`src/rtl/accel_rate_ticker.sv`:
```
// accel_rate_ticker: converts accelerometer X/Y samples into directional
// movement ticks whose rate scales with tilt magnitude.
//
// Optional build macro: ACCEL_TICK_HYST_EN
//   defined   -> a level falls only once mag drops HYST below its entry
//                threshold
//   undefined -> the level is the plain threshold function of mag
//
// Each axis is an independent two-stage pipeline (sample, level) followed by
// a period counter FSM:
//
//   state | meaning
//   ------+------------------------------------------------------------
//   IDLE  | level 0 or enable low; counter held at 0, no ticks
//   RUN   | level >= 1 and enable high; counter advances, tick on period
//
// Axis index 0 is X (positive = right), index 1 is Y (positive = down).
// ticks = {right, left, down, up}.

module accel_rate_ticker #(
   parameter int ACCEL_W   = 9,
   parameter int ZERO      = 256,
   parameter int DEAD      = 16,
   parameter int STEP_LOG2 = 5,
   parameter int LEVELS    = 4,
   parameter int CLK_HZ    = 100000000,
   parameter int BASE_HZ   = 30,
   parameter int HYST      = 4
) (
   input  logic               clk,
   input  logic               reset,
   input  logic               enable,
   input  logic [ACCEL_W-1:0] accel_x_in,
   input  logic [ACCEL_W-1:0] accel_y_in,
   output logic [3:0]         ticks,
   output logic [3:0]         x_level,
   output logic [3:0]         y_level
);

   localparam logic [0:0]         ST_IDLE     = 1'b0;
   localparam logic [0:0]         ST_RUN      = 1'b1;
   localparam int                 STEP        = 1 << STEP_LOG2;
   localparam logic [31:0]        BASE_PERIOD = 32'(CLK_HZ / BASE_HZ);
   localparam logic [ACCEL_W-1:0] ZERO_V      = ACCEL_W'(ZERO);

`ifdef ACCEL_TICK_HYST_EN
   localparam int HYST_EFF = HYST;
`else
   // Zero margin makes the falling threshold coincide with the rising one,
   // so the shared next-level rule collapses to the plain threshold function.
   localparam int HYST_EFF = HYST * 0;
`endif

   logic [ACCEL_W-1:0] smp_d   [2];
   logic [ACCEL_W-1:0] smp_q   [2];
   logic [ACCEL_W-1:0] mag     [2];
   logic               sgn_d   [2];
   logic               sgn_q   [2];
   logic [3:0]         lvl_d   [2];
   logic [3:0]         lvl_q   [2];
   logic               dir_d   [2];
   logic               dir_q   [2];
   logic [0:0]         st_d    [2];
   logic [0:0]         st_q    [2];
   logic [31:0]        cnt_d   [2];
   logic [31:0]        cnt_q   [2];
   logic [31:0]        cnt_eff [2];
   logic [31:0]        per     [2];
   logic               run     [2];
   logic               flip    [2];
   logic [1:0]         tick_d  [2];
   logic [1:0]         tick_q  [2];

   // Level from magnitude alone: dead zone, then one level per STEP, clamped.
   function automatic logic [3:0] plain_level(input logic [ACCEL_W-1:0] m);
      int mi;
      int lv;
      mi = int'(m);
      if (mi < DEAD) return 4'd0;
      lv = 1 + ((mi - DEAD) >> STEP_LOG2);
      if (lv > LEVELS) lv = LEVELS;
      return 4'(lv);
   endfunction

   // Rising follows the plain rule; falling from cur waits until mag is
   // HYST_EFF below the entry threshold of cur, then lands on the plain level.
   function automatic logic [3:0] next_level(input logic [ACCEL_W-1:0] m,
                                             input logic [3:0]         cur);
      logic [3:0] pl;
      int         thr;
      pl  = plain_level(m);
      thr = DEAD + (int'(cur) - 1) * STEP - HYST_EFF;
      if ((pl < cur) && (int'(m) >= thr)) return cur;
      return pl;
   endfunction

   // Tick period for a level: base period halved per level above 1, never 0.
   function automatic logic [31:0] period_of(input logic [3:0] lvl);
      logic [31:0] p;
      if (lvl == 4'd0) p = BASE_PERIOD;
      else             p = BASE_PERIOD >> (lvl - 4'd1);
      if (p == 32'd0) p = 32'd1;
      return p;
   endfunction

   // Stage 1: capture raw samples.
   always_comb begin
      smp_d[0] = accel_x_in;
      smp_d[1] = accel_y_in;
   end

   // Stage 2: sign, magnitude about ZERO, and speed level.
   always_comb begin
      for (int a = 0; a < 2; a++) begin
         sgn_d[a] = 1'b0;
         mag[a]   = '0;
         if (smp_q[a] > ZERO_V) begin
            sgn_d[a] = 1'b1;
            mag[a]   = smp_q[a] - ZERO_V;
         end else begin
            mag[a]   = ZERO_V - smp_q[a];
         end
         lvl_d[a] = next_level(mag[a], lvl_q[a]);
      end
   end

   // Period counter FSM: count up in RUN, tick and wrap at period-1.
   always_comb begin
      for (int a = 0; a < 2; a++) begin
         run[a]     = (lvl_q[a] != 4'd0) && enable;
         flip[a]    = (st_q[a] == ST_RUN) && (sgn_q[a] != dir_q[a]);
         per[a]     = period_of(lvl_q[a]);
         // A sign flip restarts the period so the old direction never fires.
         cnt_eff[a] = flip[a] ? 32'd0 : cnt_q[a];
         dir_d[a]   = sgn_q[a];
         st_d[a]    = ST_IDLE;
         cnt_d[a]   = 32'd0;
         tick_d[a]  = 2'b00;
         if (run[a]) begin
            st_d[a] = ST_RUN;
            // >= rather than == so a faster level applies at once.
            if (cnt_eff[a] >= per[a] - 32'd1) begin
               cnt_d[a]  = 32'd0;
               tick_d[a] = sgn_q[a] ? 2'b10 : 2'b01;
            end else begin
               cnt_d[a]  = cnt_eff[a] + 32'd1;
            end
         end
      end
   end

   // State registers with synchronous active-low reset.
   always_ff @(posedge clk) begin
      for (int a = 0; a < 2; a++) begin
         if (!reset) begin
            smp_q[a]  <= ZERO_V;
            sgn_q[a]  <= 1'b0;
            lvl_q[a]  <= 4'd0;
            dir_q[a]  <= 1'b0;
            st_q[a]   <= ST_IDLE;
            cnt_q[a]  <= 32'd0;
            tick_q[a] <= 2'b00;
         end else begin
            smp_q[a]  <= smp_d[a];
            sgn_q[a]  <= sgn_d[a];
            lvl_q[a]  <= lvl_d[a];
            dir_q[a]  <= dir_d[a];
            st_q[a]   <= st_d[a];
            cnt_q[a]  <= cnt_d[a];
            tick_q[a] <= tick_d[a];
         end
      end
   end

   assign ticks   = {tick_q[0], tick_q[1]};
   assign x_level = lvl_q[0];
   assign y_level = lvl_q[1];

endmodule

```
`config.mk`:
```
export PLATFORM = sky130hd
export DESIGN_NAME = accel_rate_ticker
export DESIGN_NICKNAME = d
export VERILOG_FILES = /design/src/rtl/accel_rate_ticker.sv
export SDC_FILE = /design/constraint.sdc
export NUM_CORES = 1
export LEC_CHECK = 0
export CORE_ASPECT_RATIO = 1.1
export CORE_MARGIN = 2
export CORE_UTILIZATION = 55
export CTS_CLUSTER_DIAMETER = 200
export DETAILED_ROUTE_END_ITERATION = 12
export PLACE_DENSITY_LB_ADDON = 0.3
export SLEW_MARGIN = 20
export SYNTH_ARGS = -nofsm -noshare
export SYNTH_HDL_FRONTEND = slang
export SYNTH_SLANG_ARGS = --single-unit
```
`constraint.sdc`:
```
create_clock -name clk -period 8.4 [get_ports clk]
set_input_delay 0.84 -clock clk [delete_from_list [all_inputs] [get_ports clk]]
set_output_delay 0.84 -clock clk [all_outputs]
set_load 0.005 [all_outputs]
```
==> flow_summary.ini <==
[grt]
use_met3 = 0.0375
grt_usage = 0.240
grt_overflow = 0
grt_pass1_wl_um = 33000
grtUsageMet1 = 0.292
busiest_layer = met2
grt_max_degree = 33
met2_usage = 0.427
antenna_found_initial = 0
grt_pass1_vias = 7184

[worst_setup_path]
endpoint_kind = flop
crit_path_start_kind = flop
path_max_fanout = 32
arrival_ns = 5.75
worstPathRequired_ns = 8.67
critPathKind = flop to flop

[status]
status = completed

[drt]
drtIter0Drc = 412
routed_wl_um = 19300
postRouteAntennaNets = 0
wl_per_cell_um = 14.6
vias_per_cell = 5.71
dr.pass1.iters = 5
drc_errors = 0
num_vias = 7563

[timing]
fin_crit_sh = 0.653
setup_viol = 0
fmax_mhz = 182
finalSetupTns_ns = 0
hold_viol_final = 0
final_max_slew_viol_count = 0
relSlewSlack = 0.390
rsz0062_at_grt = no
fin_worst_skew_ns = 0.00964
fin_crit_ns = 5.48
timing.hold.ws_ns = 0.517
tightest_slew_ns = 0.905
setup_ws_ns = 2.92

[clocking]
clk_pin_slew_ns = 0.07
clk-insertion-delay-late_ns = 0.35
cts_buffer_depth = 2
clock-sinks = 100
cts_tree = yes
clockRootBuffer = clkbuf_16
cts_resized = 0
cts_buffers = 9
cts_max_level = 3
post_cts_buffers = 0
holdBufCountCts = 0

[pwr]
p_leak_nw = 3.92
irDropWorstVdd_mv = 0.0987
power_mw = 1.25
p_per_area_mw_per_mm2 = 132

[placement]
post-place-ws_ns = 3.09
dp_hpwl_um = 14600
numPortBuffers = 32
gp_congestion = 0.893

[floorplan]
die_h_um = 135
placementRows = 48
core_area_mm2 = 0.0155
dieArea_mm2 = 0.0167
die_w_um = 123
start_util = 0.557
io_pins = 33

[logic_synthesis]
synth_most_common_cell = ha_1
yosysTopAreaCellShare = 0.232
ys_seq_area_frac = 0.232
synth_commonest_cells = ha_1 (112), nor2_1 (108), dfxtp_1 (100)
synth_async_sr_flop_share = 0
yosysWarnings = 0
synth_edf_count = 0
synthDistinctLibCells = 76
synthTopCellsByArea = dfxtp_1 (23%), ha_1 (16%), xnor2_1 (5.4%), and2_1 (5.2%), nor2_1 (4.7%)
ys_ff_latch = 100
synth.avg_cell_area_um2 = 7.82
yosys.area.top_type = dfxtp_1
postSynthCellCount = 1103
synthFlopType = dfxtp_1
synth.cell_area_mm2 = 0.00862

[cells_and_area]
syn2layout_area_growth_pct = 9.16
drive_above_1_share = 0.0320
diodes = 0
fin_nets = 1252
utilization = 0.607

[worst_hold_path]
min_path_type = flop to flop

[run]
maxCapViolCount = 0
-- layout by cell type (no fill, tap or decap), types with 3 or more instances in the layout --
cell type        count
buf_4               10
a2111oi_0            3
nand4b_1             3
nor2b_1             11
ha_1               112
o21ai_0             41
a21o_1              25
xor2_1              40
nand3b_1             4
conb_1              22
and2_1              72
clkbuf_16            9
nand2b_1            15
or3_1                8
nor4bb_1             4
nor3_1              43
dfxtp_1            100
nand2_1             81
a21oi_1             46
clkdlybuf4s50_1     32
nand4_1             23
o211a_1              3
xnor2_1             53
and2_0               3
a31oi_1             21
o21a_1               7
a211oi_1            17
and4b_1              3
nor2_1             108
a21boi_0             5
nand3_1             43
o31ai_1              4
o22ai_1              4
mux2i_1              5
inv_1               43
and3_1              21
nor4_1               6
nor3b_1              3
o211ai_1            17
-- through the flow --
stage | instances | cell area [um^2]
after floorplan | 1123 | 8700
after global placement | 1308 | 9130
after detailed placement | 1308 | 9130
after CTS | 1324 | 9410
after global routing | 1324 | 9410
final | 1324 | 9410
-- state kept, by name (all words and copies together), names as in the netlist --
register and flops:
sgn_q 2, cnt_q 64, smp_q 18, dir_q 2, lvl_q 8, st_q 2, tick_q 4
-- cells by family after synthesis --
logic type	after synthesis	synth area share
flops	100	0.232
other cells	2	0.000871
buf+inv	101	0.0440
fa+ha+maj	113	0.164
simple gates	463	0.281
xor+xnor	94	0.0971
mux	6	0.00711
compound gates	224	0.174
-- critical path: stages (launching register included) --
cell       delay [ns]
dfxtp_1          0.72
inv_1            0.32
ha_1             0.42
xor2_1           0.75
nand2_1          0.29
a31oi_1          0.40
nand2_1          0.09
and4b_1          0.32
nor2_1           0.07
ha_1             0.31
a21o_1           0.18
a21o_1           0.16
a2111oi_0        0.39
o21ai_0          0.17
a31oi_1          0.24
nand3_1          0.10
buf_4            0.25
nor3_1           0.22
-- final cells by class --
class | count | area (um^2)
inverter | 44 | 165
multi-input combinational | 922 | 6320
timing repair buffer | 42 | 395
clock inverter | 5 | 35.0
tap | 200 | 250
clock buffer | 11 | 243
fill | 1405 | 6080
sequential | 100 | 2000
-- where the power goes --
| group | total, mW | internal (mW) | leakage (nW) | switching, mW |
|---|---|---|---|---|
| clock | 0.398 | 0.210 | 0.136 | 0.188 |
| combinational | 0.347 | 0.142 | 2.97 | 0.205 |
| sequential | 0.500 | 0.483 | 0.812 | 0.0174 |
| total | 1.25 | 0.835 | 3.92 | 0.411 |
-- final timing paths --
check | start | to | slack (ns) | depth (start not counted)
worst min register to register | sgn_q[1]$_DFF_P_ | dir_q[1]$_DFF_P_ | 0.52 | 1
worst max-delay path | lvl_q[0][0]$_SDFFE_PN0N_ | cnt_q[0][6]$_SDFF_PP0_ | 2.92 | 17
worst min-delay path | sgn_q[1]$_DFF_P_ | dir_q[1]$_DFF_P_ | 0.52 | 1
worst max register to register | lvl_q[0][0]$_SDFFE_PN0N_ | cnt_q[0][6]$_SDFF_PP0_ | 2.92 | 17
-- per-layer routing --
| layer | share of wire | vias to the layer above |
|---|---|---|
| met5 | 0 | - |
| met4 | 0.023 | 0 |
| met3 | 0.024 | 33 |
| met2 | 0.49 | 110 |
| met1 | 0.46 | 3489 |
| li1 | - | 3931 |
(Power assumes the default switching activity.)
